### src/rtl/apb_master_bridge.sv
// Single-outstanding APB initiator: valid/ready command in, valid/ready response out.
// Every APB and response output is registered; cmd_ready is a pure state decode.
module apb_master_bridge #(
    parameter int unsigned TIMEOUT_CYCLES = 256,
    parameter int unsigned CNT_W          = 16
) (
    input  logic        clk,
    input  logic        rstn,
    input  logic        cmd_valid,
    output logic        cmd_ready,
    input  logic        cmd_write,
    input  logic [31:0] cmd_addr,
    input  logic [31:0] cmd_wdata,
    output logic        rsp_valid,
    input  logic        rsp_ready,
    output logic [31:0] rsp_rdata,
    output logic        rsp_err,
    output logic        rsp_timeout,
    output logic [31:0] paddr,
    output logic        psel,
    output logic        penable,
    output logic        pwrite,
    output logic [31:0] pwdata,
    input  logic [31:0] prdata,
    input  logic        pready,
    input  logic        pslverr
);

    typedef enum logic [1:0] {
        IDLE,
        SETUP,
        ACCESS,
        RESP
    } state_t;

    localparam logic [CNT_W-1:0] TO_LIM  = CNT_W'(TIMEOUT_CYCLES);
    localparam logic [CNT_W-1:0] CNT_ONE = CNT_W'(1);
    localparam bit               TO_EN   = (TIMEOUT_CYCLES != 0);

    state_t           state_q, state_d;
    logic [CNT_W-1:0] cnt_q, cnt_d;

    logic        psel_d, penable_d, pwrite_d;
    logic [31:0] paddr_d, pwdata_d;
    logic        rsp_valid_d, rsp_err_d, rsp_timeout_d;
    logic [31:0] rsp_rdata_d;
    logic        expire;

    assign cmd_ready = (state_q == IDLE);

    // Expiry looks at the count before this edge's increment.
    assign expire = TO_EN && ((cnt_q + CNT_ONE) == TO_LIM);

    always_ff @(posedge clk or negedge rstn) begin
        if (!rstn) begin
            state_q     <= IDLE;
            cnt_q       <= '0;
            psel        <= 1'b0;
            penable     <= 1'b0;
            pwrite      <= 1'b0;
            paddr       <= '0;
            pwdata      <= '0;
            rsp_valid   <= 1'b0;
            rsp_rdata   <= '0;
            rsp_err     <= 1'b0;
            rsp_timeout <= 1'b0;
        end else begin
            state_q     <= state_d;
            cnt_q       <= cnt_d;
            psel        <= psel_d;
            penable     <= penable_d;
            pwrite      <= pwrite_d;
            paddr       <= paddr_d;
            pwdata      <= pwdata_d;
            rsp_valid   <= rsp_valid_d;
            rsp_rdata   <= rsp_rdata_d;
            rsp_err     <= rsp_err_d;
            rsp_timeout <= rsp_timeout_d;
        end
    end

    always_comb begin
        state_d       = state_q;
        cnt_d         = cnt_q;
        psel_d        = psel;
        penable_d     = penable;
        pwrite_d      = pwrite;
        paddr_d       = paddr;
        pwdata_d      = pwdata;
        rsp_valid_d   = rsp_valid;
        rsp_rdata_d   = rsp_rdata;
        rsp_err_d     = rsp_err;
        rsp_timeout_d = rsp_timeout;

        unique case (state_q)
            IDLE: begin
                if (cmd_valid) begin
                    paddr_d   = cmd_addr;
                    pwdata_d  = cmd_wdata;
                    pwrite_d  = cmd_write;
                    psel_d    = 1'b1;
                    penable_d = 1'b0;
                    state_d   = SETUP;
                end
            end
            SETUP: begin
                penable_d = 1'b1;
                cnt_d     = '0;
                state_d   = ACCESS;
            end
            ACCESS: begin
                // A ready slave wins over an expiring counter.
                if (pready) begin
                    rsp_rdata_d   = pwrite ? 32'h0 : prdata;
                    rsp_err_d     = pslverr;
                    rsp_timeout_d = 1'b0;
                    rsp_valid_d   = 1'b1;
                    psel_d        = 1'b0;
                    penable_d     = 1'b0;
                    state_d       = RESP;
                end else begin
                    cnt_d = cnt_q + CNT_ONE;
                    if (expire) begin
                        rsp_rdata_d   = 32'h0;
                        rsp_err_d     = 1'b1;
                        rsp_timeout_d = 1'b1;
                        rsp_valid_d   = 1'b1;
                        psel_d        = 1'b0;
                        penable_d     = 1'b0;
                        state_d       = RESP;
                    end
                end
            end
            RESP: begin
                if (rsp_ready) begin
                    rsp_valid_d = 1'b0;
                    state_d     = IDLE;
                end
            end
            default: state_d = IDLE;
        endcase
    end

endmodule

### config.mk
export PLATFORM = sky130hd
export DESIGN_NAME = apb_master_bridge
export DESIGN_NICKNAME = d
export VERILOG_FILES = /design/src/rtl/apb_master_bridge.sv
export SDC_FILE = /design/constraint.sdc
export NUM_CORES = 1
export LEC_CHECK = 0
export ABC_AREA = 1
export BUFFER_PORTS_ARGS = -buffer_cell sky130_fd_sc_hd__buf_2
export CORE_MARGIN = 3
export CORE_UTILIZATION = 25
export CTS_BUF_LIST = sky130_fd_sc_hd__clkbuf_16
export DETAILED_ROUTE_END_ITERATION = 6
export GPL_TIMING_DRIVEN = 0
export HOLD_SLACK_MARGIN = 0.02
export PLACE_DENSITY = 0.46
export REMOVE_ABC_BUFFERS = 1
export SLEW_MARGIN = 30
export SYNTH_ARGS = -nofsm -noshare
export SYNTH_HDL_FRONTEND = slang
export SYNTH_SLANG_ARGS = --single-unit
### constraint.sdc
create_clock -name clk -period 1.93 [get_ports clk]
set_clock_uncertainty 0.1 [all_clocks]
set_input_delay 0.386 -clock clk [delete_from_list [all_inputs] [get_ports clk]]
set_output_delay 0.386 -clock clk [all_outputs]
set_load 0.05 [all_outputs]
Word level (Yosys, flattened, before mapping) --
Cells that the tools add are included.
Operators by class: equality and inequality tests 8, add/subtract/negate cells 1, muxes and demuxes 22, reduce and logical (&&, ||, !) cells 13
Operators by type and width (number):
- $mux W32 | 3
- $pmux W16 S2 | 1
- $add A16 B1 Y16 const B | 1
- $eq A16 B9 Y1 const B | 1
- $mux W16 | 1
- $reduce_and A3 Y1 | 4
- $mux W1 | 9
- $mux W2 | 4
- $pmux W2 S4 | 1
- $reduce_bool A2 Y1 | 4
- $ne A2 B2 Y1 const B | 3
- $reduce_and A2 Y1 | 3
- $eq A2 B2 Y1 const B | 2
- $pmux W1 S2 | 2
- $ne A3 B3 Y1 const B | 1
- $pmux W1 S3 | 1
- $reduce_bool A3 Y1 | 1
- $eq A2 B1 Y1 const B | 1
- $logic_not A2 Y1 | 1
Storage, ports and cells: input bits 103, register bits after elaboration 120

Depth between registers and ports, before layout --
Gate-level depths: netlist (run 1).
depth in word-level cells 5, gate-level depth with buffers 16, gate-level depth less buffers 14

Worst setup path before layout (run 1) --
OpenSTA, ideal clock, no wires.
kind register to register, from register cnt_q[0], to register rsp_rdata[26], library setup time 122 ps, path buffers 2, required time 1708 ps, data arrival time 1849 ps, path slack -142 ps, cell stages (with the launch flop) 15, path through dfrtp_1 -> ha_1 -> nand3_1 -> nor2_1 -> nand4_1 -> nand2_1 -> nand2_1 -> nor2_1 -> nand3_1 -> nand2_1 -> nand2_2 -> buf_6 -> buf_6 -> nand2_1 -> o21ai_1
Between the ends: cells in the longest elaborated chain, start to end 4
Ends and longest elaborated chain:
- start: declaration | RTL line 41 | logic [CNT_W-1:0] cnt_q, cnt_d;
- start signal: assignment | RTL line 69 | cnt_q <= cnt_d;
- $add A16 B1 Y16 | RTL line 52 | assign expire = TO_EN && ((cnt_q + CNT_ONE) == TO_LIM);
- $eq A16 B9 Y1 | RTL line 52
- $reduce_bool A2 Y1 (no line)
- $reduce_and A2 Y1 (no line)
- end signal: assignment | RTL line 76 | rsp_rdata <= rsp_rdata_d;
- end: declaration | RTL line 16 | output logic [31:0] rsp_rdata,
Every way passes these cells. A chain may end at the register's enable or synchronous reset.

Final worst setup path (run 1) --
from register cnt_q[1], to register rsp_rdata[25]
The elaborated chain is that of the path after synthesis.

==> results.py, run 1 <==
metrics = {
    "run_status": {
        "outcome": "finished with violations",
        "failed_checks": "setup timing",
    },
    "pwr": {
        "power_uw": 14900,
        "ir_drop_v": 0.000661,
        "pwr_density_cell_mw_per_mm2": 1940,
        "power_leakage_uw": 0.00404,
    },
    "drt": {
        "totalWireLength_um": 16800,
        "dr.pass1.iters": 4,
        "viasPerCell": 4.22,
        "wl_per_cell_um": 15.0,
        "drtIter0Drc": 201,
        "drc": 0,
        "postRouteAntennaNets": 0,
        "vias": 4725,
    },
    "synthesis": {
        "synthArstFlopShare_pct": 100,
        "synth_flop_cell": "dfrtp_1",
        "synthTopCellsByCount": "nand2_1, dfrtp_1, o21ai_0",
        "avgSynthCellArea_um2": 8.27,
        "synth_most_common_cell": "nand2_1",
        "synth_warnings": 0,
        "synth_edf_count": 0,
        "netlist_instances": 617,
        "netlist-cell-type-count": 23,
        "synthTopCellsByArea": "dfrtp_1, nand2_1, o21ai_0",
        "ys_seq_elements": 120,
        "yosys.area.top_type": "dfrtp_1",
        "synth_area_mm2": 0.00510,
        "yosysSeqAreaShare_pct": 58.9,
        "yosysTopAreaCellShare_pct": 58.9,
    },
    "cts": {
        "htree_levels": 4,
        "cts_tree": "built",
        "cts_num_sinks": 120,
        "clk_pin_slew_ns": 0.07,
        "cts_buffers": 17,
        "worstSkewPairLatency_ns": 0.41,
        "clockBufferDepth": 2,
        "root_buffer": "clkbuf_16",
    },
    "final_layout": {
        "num-fill-cells": 2080,
        "num_antenna_cells": 0,
        "regArea_mm2": 0.00301,
        "drive_gt1_share_pct": 37.4,
        "areaGrowthSynthToFinish_pct": 50.3,
        "final_nets": 951,
        "multi_input_area_mm2": 0.00226,
        "final_core_util_pct": 38.8,
    },
    "worst_setup_path": {
        "crit_path_end_kind": "flop",
        "critPathSlowestCell": "dfrtp_1",
        "crit_chain": "ha_4 > nand3_4 > inv_4 > nand2_1 > nand2_1 > nand2_1 > nor2_1 > nand2_1 > nor2_2 > nand3_2 > nand2_4 > buf_4 > buf_8 > nand2_8 > nand2_2 > o21ai_1",
        "worstSetupPathType": "flop to flop",
        "max_stage_delay_ns": 0.41,
        "cpMostUsedCell": "nand2_1",
        "r2r_start": "cnt_q[1]",
        "reg2reg_to": "rsp_rdata[25]",
        "critPathLaunchType": "flop",
        "r2r_slack_ns": -0.25,
        "r2r_cells": 16,
        "cp_max_fo": 5,
        "cp_num_buf_inv": 3,
        "critical_path_required_ns": 2.13,
        "crit_arrival_ns": 2.38,
        "crit_family": "simple AND/OR/NAND/NOR gates",
    },
    "sta": {
        "drv_slew": 0,
        "finalCritPeriodShare_pct": 113,
        "timing.fmax_mhz": 458,
        "slew_headroom_pct": 64.2,
        "tightest_slew_ns": 0.537,
        "finalHoldViolations": 0,
        "finalSetupViolCount": 39,
        "period_needed_ns": 2.18,
        "rsz0062_at_grt": "true",
        "worst_slack_ns": -0.251,
    },
    "place": {
        "place_hpwl_um": 10300,
        "place_congestion": 0.761,
        "port_buffers": 205,
    },
    "floorplanning": {
        "die_w_um": 149,
        "fp.dieH_um": 149,
        "io_pins": 206,
        "num_rows": 51,
        "design.die.area_mm2": 0.0222,
        "core_mm2": 0.0198,
        "start_util_pct": 25.8,
    },
    "global_route": {
        "antenna_found_initial": 0,
        "grt_start_max_net_pins": 67,
        "grt_overflow_total": 0,
        "grt_pass1_vias": 4814,
        "grt_usage_pct": 15.4,
        "grt_pass1_wl_um": 26700,
    },
    "min_path": {
        "worstHoldStart": "cmd_addr[27]",
        "hold_path_class": "primary input to flop",
        "hold_path_depth": 3,
        "holdPathEnd": "paddr[27]",
    },
    "job": {
        "max-cap-violations": 0,
    },
}
cells by family after synthesis:
family | count (synthesis) | synth area share [%]
simple gates | 383 | 29.3
flops | 120 | 58.9
compound gates | 53 | 5.69
buf+inv | 52 | 4.19
fa+ha+maj | 6 | 1.47
xor+xnor | 3 | 0.515
per-stage QoR:
| step | area, µm² | std cells | setup WS (ns) | setup TNS (ns) | hold slack (ns) |
|---|---|---|---|---|---|
| after floorplan | 4980 | 590 | -1.67 | -125.27 | -0.00959 |
| after global placement | 6340 | 1060 | -3.24 | -430.28 | 0.354 |
| after detailed placement | 6450 | 1064 | -0.899 | -41.76 | 0.291 |
| after CTS | 7550 | 1117 | -0.211 | -6.70 | 0.0327 |
| after global routing | 7670 | 1120 | -0.384 | -13.04 | 0.0514 |
| final | 7670 | 1120 | -0.251 | -7.75 | 0.0527 |
report_power, final:
group / leakage (µW) / internal (µW) / switching [µW]
Combinational: 0.00220 / 1850 / 5610
Clock: 0.000301 / 2070 / 1280
Sequential: 0.00154 / 3510 / 568
Total: 0.00404 / 7420 / 7460
layout by cell type (no fill, tap or decap), types with 6 or more instances in the layout:
cell and instances:
o21ai_0 18, o21ai_2 11, inv_1 20, buf_4 9, buf_2 203, o21ai_1 17, nand2_2 12, nand2_1 316
clkbuf_16 17, nand2_8 8, nor2_1 15, nand4_1 7, nand2_4 6, dfrtp_1 117, nand3_1 10
layer usage:
metal  vias to the layer above  GRT usage (%)  routed length, µm
met5                         -              0                  0
met4                         0           6.09                366
met3                        19           3.77                752
met2                       115           25.1               8170
met1                      2193           19.8               7530
li1                       2398              -                  -
tightest hold or removal path, cell delays in order:
cell	delay, ns
buf_2	0.07
nand2_1	0.04
nand2_1	0.04
worst max path at each step:
stage / startpoint / end / slack, ns / cells past startpoint
2_1_floorplan: state_q[0] / psel / -1.67 / 6
3_3_place_gp: state_q[0] / paddr[8] / -3.24 / 6
3_5_place_dp: state_q[0] / cnt_q[3] / -0.90 / 7
4_1_cts: cnt_q[0] / rsp_rdata[16] / -0.21 / 13
5_1_grt: cnt_q[1] / rsp_rdata[25] / -0.38 / 16
6_report: cnt_q[1] / rsp_rdata[25] / -0.25 / 16
cell type report:
class,instances,share of cell area [%]
Inverter,25,1.40
Clock inverter,15,2.48
Tap cell,265,4.32
Clock buffer,17,5.55
Sequential cell,120,39.2
Multi-Input combinational cell,453,29.5
Timing Repair Buffer,225,17.5
sequential cells by signal, indices dropped and copies added, names as in the netlist:
signal,flops
cnt_q,16
paddr,32
penable,1
psel,1
pwdata,32
pwrite,1
rsp_err,1
rsp_rdata,32
rsp_timeout,1
rsp_valid,1
state_q,2
repair_timing:
item / 4_1_cts / 5_1_grt
setup endpoints to repair: 106 / 77
hold endpoints to repair: 65 / 0
gates resized for setup: 66 / 26
hold buffers: 1 / 0
pin swaps: 11 / 1
buffers inserted: 11 / 2
gates cloned: 9 / 1
No activity file was read; power rests on OpenSTA's default activity.
==> run 2, diff against run 1 <==
BUFFER_PORTS_ARGS = unset   (was -buffer_cell sky130_fd_sc_hd__buf_2)
DONT_BUFFER_PORTS = 1   (was unset)
PLACE_DENSITY = 0.37   (was 0.46)
==> run 2 against run 1 <==
The run ends with hold timing, setup timing left. Sequential share of layout area up 0.32 points. Non-clock buffer count is 109 lower. Count of clock-buffer cells in the layout did not move. Register-to-register slack got worse by 0.02 ns. Critical path depth decreased by 3. Clock power down 3%. Cell area decreased by 0.85%. Hold slack lost 0.49 ns. First-iteration DRC count increased by 13%. Highest routed layer unchanged.
==> results.py, run 2 (synthesis results as in run 1) <==
metrics = {
    "global_route": {
        "grt_overflow_total": 0,
        "grt_start_max_net_pins": 121,
        "grt_pass1_vias": 4311,
        "grt_pass1_wl_um": 23900,
        "antenna_found_initial": 0,
        "grt_usage_pct": 13.7,
    },
    "drt": {
        "vias": 4426,
        "wl_per_cell_um": 15.4,
        "totalWireLength_um": 15600,
        "dr.pass1.iters": 6,
        "viasPerCell": 4.37,
        "drtIter0Drc": 228,
        "postRouteAntennaNets": 0,
        "drc": 0,
    },
    "place": {
        "place_congestion": 0.790,
        "place_hpwl_um": 8980,
        "place_area_mm2": 0.00538,
        "port_buffers": 0,
    },
    "sta": {
        "finalHoldViolations": 120,
        "timing.fmax_mhz": 454,
        "finalSetupViolCount": 39,
        "rsz0062_at_grt": "true",
        "period_needed_ns": 2.20,
        "fin_hold_ws_ns": -0.437,
        "tightest_slew_ns": 0.589,
        "worst_slack_ns": -0.271,
        "slew_headroom_pct": 60.7,
        "drv_slew": 0,
        "finalCritPeriodShare_pct": 114,
    },
    "worst_setup_path": {
        "critPathSlowestCell": "dfrtp_1",
        "cp_num_buf_inv": 4,
        "critical_path_required_ns": 2.12,
        "path_depth": 13,
        "crit_chain": "buf_6 > nand3_4 > inv_4 > buf_4 > nand3_1 > xor2_1 > nor2_1 > nand3_2 > nand2_4 > buf_4 > nand2_8 > nand2_2 > o21ai_0",
        "crit_arrival_ns": 2.39,
        "crit_family": "simple AND/OR/NAND/NOR gates",
        "critPathLaunchType": "flop",
        "r2r_cells": 13,
        "crit_path_end_kind": "flop",
        "max_stage_delay_ns": 0.43,
        "cpMostUsedCell": "buf_4",
        "cp_max_fo": 9,
        "worstSetupPathType": "flop to flop",
    },
    "pwr": {
        "power_uw": 13900,
        "ir_drop_v": 0.000779,
        "pwr_density_cell_mw_per_mm2": 1820,
        "power_leakage_uw": 0.00353,
    },
    "final_layout": {
        "final_cell_mix": "nand2_1, dfrtp_1, dlygate4sd3_1",
        "top_regs": "paddr x32, pwdata x32, rsp_rdata x32",
        "finish.instance_area_mm2": 0.00760,
        "final_nets": 843,
        "final_common_cell": "nand2_1",
        "num_antenna_cells": 0,
        "drive_gt1_share_pct": 17.3,
        "areaGrowthSynthToFinish_pct": 49.0,
    },
    "floorplanning": {
        "io_pins": 206,
        "num_rows": 51,
        "fp.dieH_um": 149,
        "design.die.area_mm2": 0.0222,
        "core_mm2": 0.0198,
        "die_w_um": 149,
        "start_util_pct": 25.8,
    },
    "cts": {
        "htree_levels": 4,
        "clockBufferDepth": 2,
        "cts_tree": "built",
        "cts_num_sinks": 120,
        "cts_buffers": 17,
        "worstSkewPairLatency_ns": 0.41,
        "clk_pin_slew_ns": 0.06,
        "root_buffer": "clkbuf_16",
    },
    "run_status": {
        "outcome": "finished with violations",
        "failed_checks": "hold timing, setup timing",
    },
    "min_path": {
        "hold_path_class": "primary input to asynchronous set/reset pin",
    },
    "job": {
        "max-cap-violations": 0,
    },
}
run 2: path summary, 6_finish.rpt:
kind                                 end  slack (ns)        from
min in group clk           rsp_rdata[11]        0.04  prdata[11]
hold reg to reg               state_q[0]        0.48  state_q[0]
setup reg to reg            rsp_rdata[6]       -0.27    cnt_q[1]
setup / recovery            rsp_rdata[6]       -0.27    cnt_q[1]
max in group asynchronous  rsp_rdata[12]        2.01        rstn
hold / removal                pwdata[15]       -0.44        rstn
run 2: worst reg2reg max path, delay by kind of cell, from the launching register on:
family / cells / cell delay (ns)
flops: 1 / 0.43
xor+xnor: 1 / 0.17
simple gates: 7 / 0.83
buf+inv: 4 / 0.47
compound gates: 1 / 0.09
run 2: layout make-up:
type                    instances  area, µm²
fillers                      1968      12200
flip-flops and latches        120       3010
multi-input cells             454       2320
repair buffers                116       1220
clock buffers                  17        425
well taps                     265        332
clock inverters                15        169
inverters                      25        129
run 2: timing repair:
action                                  CTS  global route
pin swaps                                 9             4
hold buffers                             95             1
endpoints found under the setup margin  121           117
gates cloned                              7             4
resized for setup                        55            50
setup buffers                            10             6
endpoints found under the hold margin   215           121
run 2: power by group:
part	switching (µW)	leakage [µW]	internal (µW)	total [µW]
sequential	4160	0.00154	3440	7600
combinational	1800	0.00171	1220	3020
clock	1310	0.000282	1930	3240
total	7270	0.00353	6590	13900
run 2: per-stage QoR:
step	hold slack (ns)	utilization, %	cells	setup TNS (ns)	setup slack, ns
after floorplan	-0.00959	-	590	-125.27	-1.67
after global placement	-0.00659	26.9	855	-265.96	-3.28
after detailed placement	-0.00676	27.2	857	-82.69	-0.937
after CTS	-0.465	37.0	1001	-8.11	-0.246
after global routing	-0.473	38.4	1012	-14.49	-0.420
final	-0.437	38.4	1012	-8.85	-0.271
run 2: routing by layer:
metal	wire, µm	part of all wire, %	global-route usage (%)	vias to the layer above
met5	0	0	0	-
met4	212	1.4	4.90	0
met3	1000	6.4	4.47	15
met2	7530	48	21.4	131
met1	6870	44	17.9	2104
li1	-	-	-	2176
